==> src/rtl/pipe_pkg.sv <==
// Shared types and constants for the pipeline hazard controller.
package pipe_pkg;

  localparam int REGW_DEF = 5;

  typedef enum logic [1:0] {
    IDLE = 2'd0,
    BUSY = 2'd1,
    DONE = 2'd2
  } div_state_t;

  localparam logic [1:0] FWD_RF = 2'b00;
  localparam logic [1:0] FWD_W  = 2'b01;
  localparam logic [1:0] FWD_M  = 2'b10;

endpackage

==> src/rtl/div_interlock.sv <==
// Multi-cycle divider interlock: holds the pipeline while the iterative divider runs.
//  state | meaning
//  IDLE  | no divide in flight; a start in E stalls combinationally and launches BUSY
//  BUSY  | divider iterating; cnt counts down to 0, pipeline held
//  DONE  | quotient valid this cycle, stalls released, new starts ignored
module div_interlock
  import pipe_pkg::*;
#(
  parameter int DIV_CYCLES = 32
) (
  input  logic clk,
  input  logic rst,
  input  logic div_start,
  input  logic exc,
  output logic divstall,
  output logic div_done,
  output logic div_cancel
);

  localparam int CW = (DIV_CYCLES > 2) ? $clog2(DIV_CYCLES) : 1;

  div_state_t    state, state_n;
  logic [CW-1:0] cnt, cnt_n;
  logic          cancel_n;

  always_ff @(posedge clk or negedge rst) begin
    if (!rst) begin
      state      <= IDLE;
      cnt        <= '0;
      div_cancel <= 1'b0;
    end else begin
      state      <= state_n;
      cnt        <= cnt_n;
      div_cancel <= cancel_n;
    end
  end

  always_comb begin
    state_n  = state;
    cnt_n    = cnt;
    cancel_n = 1'b0;
    case (state)
      IDLE: begin
        if (div_start && !exc) begin
          state_n = BUSY;
          cnt_n   = CW'(DIV_CYCLES - 1);
        end
      end
      BUSY: begin
        if (exc) begin
          state_n  = IDLE;
          cnt_n    = '0;
          cancel_n = 1'b1;
        end else if (cnt == '0) begin
          state_n = DONE;
        end else begin
          cnt_n = cnt - CW'(1);
        end
      end
      DONE: begin
        state_n  = IDLE;
        cancel_n = exc;
      end
      default: state_n = IDLE;
    endcase
  end

  // An exception in DONE kills the result, so done is suppressed that cycle.
  assign divstall = ((state == IDLE) && div_start) || (state == BUSY);
  assign div_done = (state == DONE) && !exc;

endmodule

==> src/rtl/hazard_ctrl.sv <==
// Pipeline hazard controller: stall/flush/forward generation for a 5-stage pipeline.
// Optional HAZARD_PERF_CNT_EN adds a saturating stall_cycles counter output.
module hazard_ctrl
  import pipe_pkg::*;
#(
  parameter int DIV_CYCLES = 32,
  parameter int REGW       = REGW_DEF
) (
  input  logic            clk,
  input  logic            rst,
  input  logic [REGW-1:0] rsD,
  input  logic [REGW-1:0] rtD,
  input  logic [REGW-1:0] rsE,
  input  logic [REGW-1:0] rtE,
  input  logic [REGW-1:0] writeregE,
  input  logic [REGW-1:0] writeregM,
  input  logic [REGW-1:0] writeregW,
  input  logic            regwriteE,
  input  logic            regwriteM,
  input  logic            regwriteW,
  input  logic            memtoregE,
  input  logic            memtoregM,
  input  logic            branchD,
  input  logic            pc_redirectD,
  input  logic            div_startE,
  input  logic            excM,
  output logic            stallF,
  output logic            stallD,
  output logic            stallE,
  output logic            flushD,
  output logic            flushE,
  output logic            flushM,
  output logic [1:0]      forwardAE,
  output logic [1:0]      forwardBE,
  output logic            forwardAD,
  output logic            forwardBD,
  output logic            div_busy,
  output logic            div_done,
  output logic            div_cancel
`ifdef HAZARD_PERF_CNT_EN
  ,
  output logic [31:0]     stall_cycles
`endif
);

  // r0 is hardwired zero, so it never creates a dependency.
  function automatic logic hit(input logic [REGW-1:0] a, input logic [REGW-1:0] b);
    return (a != '0) && (a == b);
  endfunction

  logic lwstall, branchstall, divstall;

  div_interlock #(.DIV_CYCLES(DIV_CYCLES)) u_div (
    .clk        (clk),
    .rst        (rst),
    .div_start  (div_startE),
    .exc        (excM),
    .divstall   (divstall),
    .div_done   (div_done),
    .div_cancel (div_cancel)
  );

  always_comb begin
    forwardAE = FWD_RF;
    if (regwriteM && hit(rsE, writeregM))      forwardAE = FWD_M;
    else if (regwriteW && hit(rsE, writeregW)) forwardAE = FWD_W;

    forwardBE = FWD_RF;
    if (regwriteM && hit(rtE, writeregM))      forwardBE = FWD_M;
    else if (regwriteW && hit(rtE, writeregW)) forwardBE = FWD_W;
  end

  assign forwardAD = regwriteM && hit(rsD, writeregM);
  assign forwardBD = regwriteM && hit(rtD, writeregM);

  assign lwstall     = memtoregE && regwriteE && (hit(rsD, writeregE) || hit(rtD, writeregE));
  assign branchstall = branchD &&
                       ((regwriteE && (hit(rsD, writeregE) || hit(rtD, writeregE))) ||
                        (memtoregM && (hit(rsD, writeregM) || hit(rtD, writeregM))));

  // Exception overrides every stall; a divide stall suppresses the bubble flush.
  assign stallF   = (lwstall || branchstall || divstall) && !excM;
  assign stallD   = stallF;
  assign stallE   = divstall && !excM;
  assign flushE   = excM || ((lwstall || branchstall) && !divstall);
  assign flushD   = excM || (pc_redirectD && !stallD);
  assign flushM   = excM;
  assign div_busy = divstall;

`ifdef HAZARD_PERF_CNT_EN
  always_ff @(posedge clk or negedge rst) begin
    if (!rst)                                   stall_cycles <= '0;
    else if (stallF && (stall_cycles != '1))    stall_cycles <= stall_cycles + 32'd1;
  end
`endif

endmodule
==> config.mk <==
export PLATFORM = sky130hd
export DESIGN_NAME = hazard_ctrl
export DESIGN_NICKNAME = d
export VERILOG_FILES = /design/src/rtl/pipe_pkg.sv /design/src/rtl/div_interlock.sv /design/src/rtl/hazard_ctrl.sv
export SDC_FILE = /design/constraint.sdc
export NUM_CORES = 1
export LEC_CHECK = 0
export ABC_AREA = 1
export CAP_MARGIN = 10
export CELL_PAD_IN_SITES_DETAIL_PLACEMENT = 0
export CELL_PAD_IN_SITES_GLOBAL_PLACEMENT = 1
export CORE_MARGIN = 10
export CORE_UTILIZATION = 24
export DETAILED_ROUTE_END_ITERATION = 12
export PLACE_DENSITY = 0.85
export SLEW_MARGIN = 20
export SYNTH_ARGS = -nofsm -noshare
export SYNTH_HDL_FRONTEND = slang
export SYNTH_SLANG_ARGS = --single-unit
==> constraint.sdc <==
create_clock -name clk -period 1.7 [get_ports clk]
set_clock_uncertainty 0.1 [all_clocks]
set_input_delay 0.425 -clock clk [delete_from_list [all_inputs] [get_ports clk]]
set_output_delay 0.425 -clock clk [all_outputs]
set_load 0.02 [all_outputs]
# == After elaboration in Yosys (flattened, before gate mapping) ==
# Cells that the tools add are included.
# word_totals
ff_bits,8
latch_bits,0
ram_bits,0
romBits,0
n_memories,0
# op_classes
add_sub_neg,1
mul,0
div_mod_pow,0
n_lt_le_gt_ge,0
n_eq_ne,13
shift,0
n_mux,14
bitwise_logic,0
n_reduce_logical,46
# op_table
operator,count
equality test 5 bit,8
logical AND 1 bit,26
nonzero test 5 bit,4
two-way mux 5 bit,3
two-way mux 2 bit,5
case mux 5 bit (2 select lines),1
logical OR 1 bit,8
logical NOT 5 bit,1
"subtractor 5 x 1 -> 5 bit, second input constant",1
case mux 2 bit (2 select lines),1
logical NOT 1 bit,3
two-way mux 1 bit,3
"!= test 3 x 2 -> 1 bit, second input constant",1
"!= test 3 bit, second input constant",1
AND reduction 3 bit,1
"equality test 2 x 1 -> 1 bit, second input constant",1
"equality test 2 bit, second input constant",1
logical NOT 2 bit,1
"!= test 2 x 1 -> 1 bit, second input constant",1
case mux 1 bit (2 select lines),1
AND reduction 2 bit,1
nonzero test 2 bit,1

# == Depth between registers and ports, before layout ==
# logic_depth
depth_word,12
ltp_mapped,12
mapped_depth_nobuf,11

# == Modules after synthesis ==
# A second synthesis with hierarchy kept.
# hier_totals
cells_unflattened,218
area_unflattened_um2,1286.2
# by_module_without_submodules
module,instances,cells_each,area_per_inst_um2,seq_area_each_um2
hazard_ctrl,1,140,748.2,0.0
div_interlock,1,78,538.0,200.2

# == Worst setup path after synthesis ==
# Ideal clock, no wire load.
# synth_path
kind,reg2out
startpoint,reg u_div.state[0]
endpoint,out stallF
arrival_ps,2023
slack_ps,-848
stages_incl_launch_ff,8
path_cell_list,dfrtp_1 inv_1 ha_1 inv_1 o21ai_0 inv_1 a21oi_2 buf_4
# synth_between
elab_chain_cells,5
# synth_lines
item,line_no,source
start: declaration,div_interlock.sv:22,"div_state_t state, state_n;"
start signal: assignment,div_interlock.sv:32,state <= state_n;
logical NOT 2 bit,div_interlock.sv:69,assign divstall = ((state == IDLE) && div_start) || (state == BUSY);
logical AND 1 bit,div_interlock.sv:69,
logical OR 1 bit (*),div_interlock.sv:69,
named net div_busy,hazard_ctrl.sv:37,"output logic div_busy,"
logical OR 1 bit (*),hazard_ctrl.sv:82,assign stallF = (lwstall || branchstall || divstall) && !excM;
logical AND 1 bit (*),hazard_ctrl.sv:82,
end: declaration,hazard_ctrl.sv:27,"output logic stallF,"
# The timed path passes the listed nets; every way through them passes the cells marked *.

# == Worst setup path in the final report ==
# layout_path
startpoint,in rsD[1]
endpoint,out stallD
# layout_between
elab_chain_cells,9
# layout_lines
item,line_no,source
start: declaration,hazard_ctrl.sv:11,"input logic [REGW-1:0] rsD,"
equality test 5 bit or nonzero test 5 bit (tied branches),hazard_ctrl.sv:48,return (a != '0) && (a == b);
logical AND 1 bit,hazard_ctrl.sv:48,
"logical OR 1 bit, on equally long branches","hazard_ctrl.sv:76, hazard_ctrl.sv:78, hazard_ctrl.sv:79",
"logical AND 1 bit, on equally long branches","hazard_ctrl.sv:78, hazard_ctrl.sv:79",
logical OR 1 bit,hazard_ctrl.sv:78,"((regwriteE && (hit(rsD, writeregE) || hit(rtD, writeregE))) ||"
logical AND 1 bit,hazard_ctrl.sv:77,assign branchstall = branchD &&
logical OR 1 bit (*) (2 in series),hazard_ctrl.sv:82,
logical AND 1 bit (*),hazard_ctrl.sv:82,
end: declaration,hazard_ctrl.sv:28,"output logic stallD,"
# Every way passes the cells marked *; elsewhere a longest branch is shown, timed or not.

==> flow_summary.json <==
{
  "status": "finished with violations",
  "failed_checks": "negative setup slack",
  "dr.pass1.iters": 4,
  "rows": 25,
  "syn_inst": 203,
  "areaGrowthSynthToFinish_pct": 113,
  "yosys.area.top_type": "dfrtp_1",
  "cts-buffers-inserted": 3,
  "via_per_inst": 4.45,
  "antenna_left": 0,
  "p_leak_nw": 1.27,
  "finalSetupViolations": 13,
  "cts_buffer_depth": 2,
  "post_drt_wl_per_cell_um": 13.4,
  "dp_cells": 353,
  "rsz0062_at_grt": "true",
  "slew_headroom_pct": 75.0,
  "num_io_pins": 61,
  "cp_max_fo": 3,
  "drive_gt1_share_pct": 60.0,
  "hp-class": "input pin to asynchronous set/reset pin",
  "syn_area_um2": 1230,
  "final_area_um2": 2620,
  "grt_start_max_net_pins": 9,
  "post-place-ws_ns": -1.27,
  "syn_nets": 254,
  "finalCritPeriodShare_pct": 119,
  "port_buffers": 60,
  "post_dp_cell_area_um2": 2170,
  "tritoncts": "built",
  "endpoint_kind": "output pin",
  "cp.required_ns": 1.17,
  "gr-total-overflow": 0,
  "grt.total_usage_pct": 10.6,
  "final_cell_mix": "40 x nand2_1, 32 x buf_6, 22 x buf_4",
  "final_common_cell": "nand2_1",
  "grt_pass1_wl_um": 7520,
  "finalNonFillerCells": 362,
  "finalHoldViolCount": 0,
  "die_h_um": 91.6,
  "antenna_found_initial": 0,
  "yosys_warnings": 0,
  "synthDistinctLibCells": 27,
  "cts_hold_buffers": 0,
  "dr_total_vias": 1612,
  "start_util_pct": 25.4,
  "drt-total-wl_um": 4850,
  "ys_seq_elements": 8,
  "drcViolationCount": 0,
  "critPathArrivalTime_ns": 1.50,
  "numClockSinks": 8,
  "dp_hpwl_um": 3790,
  "start_kind": "input pin",
  "core_um2": 4850,
  "cts_htree_levels": 1,
  "die_area_um2": 8390,
  "grt_pass1_vias": 1640,
  "layout.nets": 348,
  "clk_latency_ns": 0.23,
  "synth.yosys.seq_area_share_pct": 16.3,
  "diodes": 0,
  "fmax_mhz": 494,
  "cts.clk_slew.worst_paths_ns": 0.04,
  "slew_violations": 0,
  "tns_ns": -2.34,
  "fill_cells": 464,
  "min_period_ns": 2.03,
  "drt_iter0_markers": 30,
  "synth.avg_cell_area_um2": 6.06,
  "power_density_nw_per_um2": 716,
  "maxCapViolCount": 0,
  "netlist_top_cells_area": "dfrtp_1 16%, nand2_1 15%, xnor2_1 11%",
  "tightest_slew_ns": 0.373,
  "vdd_drop_max_uv": 805,
  "root_buffer": "clkbuf_8",
  "synth_top_area_share_pct": 16.3,
  "gp_routability_congestion": 0.789,
  "setup_ws_ns": -0.326,
  "die_w_um": 91.6,
  "path_class": "input pin to output pin"
}
==> power by group <==
group / total, mW / switching (mW) / internal (mW)
Clock: 0.231 / 0.0777 / 0.154
Combinational: 1.34 / 0.687 / 0.651
Sequential: 0.305 / 0.0438 / 0.262
==> layer usage <==
| layer | vias to the layer above | track usage [%] | wire, um |
|---|---|---|---|
| met5 | - | 0 | 0 |
| met4 | 0 | 3.52 | 68 |
| met3 | 7 | 2.06 | 251 |
| met2 | 30 | 19.5 | 2550 |
| met1 | 750 | 11.7 | 1980 |
| li1 | 825 | - | - |
==> synthesized netlist by cell type <==
| cell | count |
|---|---|
| nor3_1 | 4 |
| nor4_1 | 2 |
| nor2_1 | 26 |
| nor2_2 | 1 |
| nand3_1 | 5 |
| nor4_2 | 1 |
| nand2_2 | 2 |
| o21a_1 | 1 |
| or2_2 | 2 |
| xor2_1 | 7 |
| a21oi_2 | 2 |
| a22oi_1 | 4 |
| a21oi_1 | 8 |
| a211oi_1 | 2 |
| o21bai_2 | 1 |
| ha_1 | 5 |
| inv_2 | 4 |
| o21ai_2 | 1 |
| dfrtp_1 | 8 |
| o2111ai_1 | 2 |
| nand4_1 | 3 |
| xnor2_1 | 15 |
| buf_4 | 3 |
| nand2_1 | 49 |
| inv_1 | 34 |
| o22ai_1 | 4 |
| o21ai_0 | 7 |
==> per-stage QoR <==
| step | hold WS [ns] | utilization (%) | total power [mW] |
|---|---|---|---|
| after floorplan | 0.0294 | - | 0.905 |
| after global placement | 0.472 | 44.8 | 1.35 |
| after detailed placement | 0.481 | 44.8 | 1.36 |
| after CTS | 0.375 | 50.0 | 1.70 |
| after global routing | 0.388 | 54.0 | 2.01 |
| final | 0.375 | 54.0 | 1.87 |
==> cells by family (layout without fill, tap and decap cells) <==
family / after synthesis / after routing / share of synthesized area, %
xor+xnor: 22 / 22 / 15.7
fa+ha+maj: 5 / 5 / 5.09
simple gates: 95 / 95 / 32.7
compound gates: 32 / 32 / 16.9
flops: 8 / 8 / 16.3
buf+inv: 41 / 133 / 13.4
==> what timing repair did <==
item / in CTS / in global routing
buffers inserted: 7 / 2
endpoints found under the hold margin: 0 / 0
endpoints found under the setup margin: 21 / 20
pin swaps: 53 / 30
gates resized for setup: 280 / 77
==> final timing paths <==
path	start	endpoint	slack, ns	cells after the start
worst min-delay path	rst	u_div.cnt[2]	0.37	1
worst max register to register	u_div.state[0]	u_div.cnt[3]	0.05	9
min in group clk	u_div.cnt[4]	u_div.cnt[4]	0.48	2
worst max-delay path	rsD[1]	stallD	-0.33	10
worst min register to register	u_div.cnt[4]	u_div.cnt[4]	0.48	2
max in group asynchronous	rst	u_div.cnt[0]	0.85	1
==> state kept, by name, summed over array words and instances, names as in the netlist <==
register / count
u_div.cnt: 5
u_div.state: 2
u_div.div_cancel: 1
==> critical path: stages <==
cell and delay (ns):
buf_8 0.11, xor2_2 0.17, nor2_2 0.13, nand3_2 0.11
nand2_2 0.09, nand2_2 0.06, nand2_2 0.06, inv_2 0.05
a21oi_4 0.16, buf_6 0.14
==> cell type report <==
type | count | area [um^2] | area share, %
well taps | 67 | 83.8 | 3.20
multi-input cells | 154 | 1270 | 48.6
flip-flops and latches | 8 | 200 | 7.64
inverters | 38 | 160 | 6.12
repair buffers | 92 | 861 | 32.9
clock buffers | 3 | 41.3 | 1.58
Power figures use the tool's default switching activity.
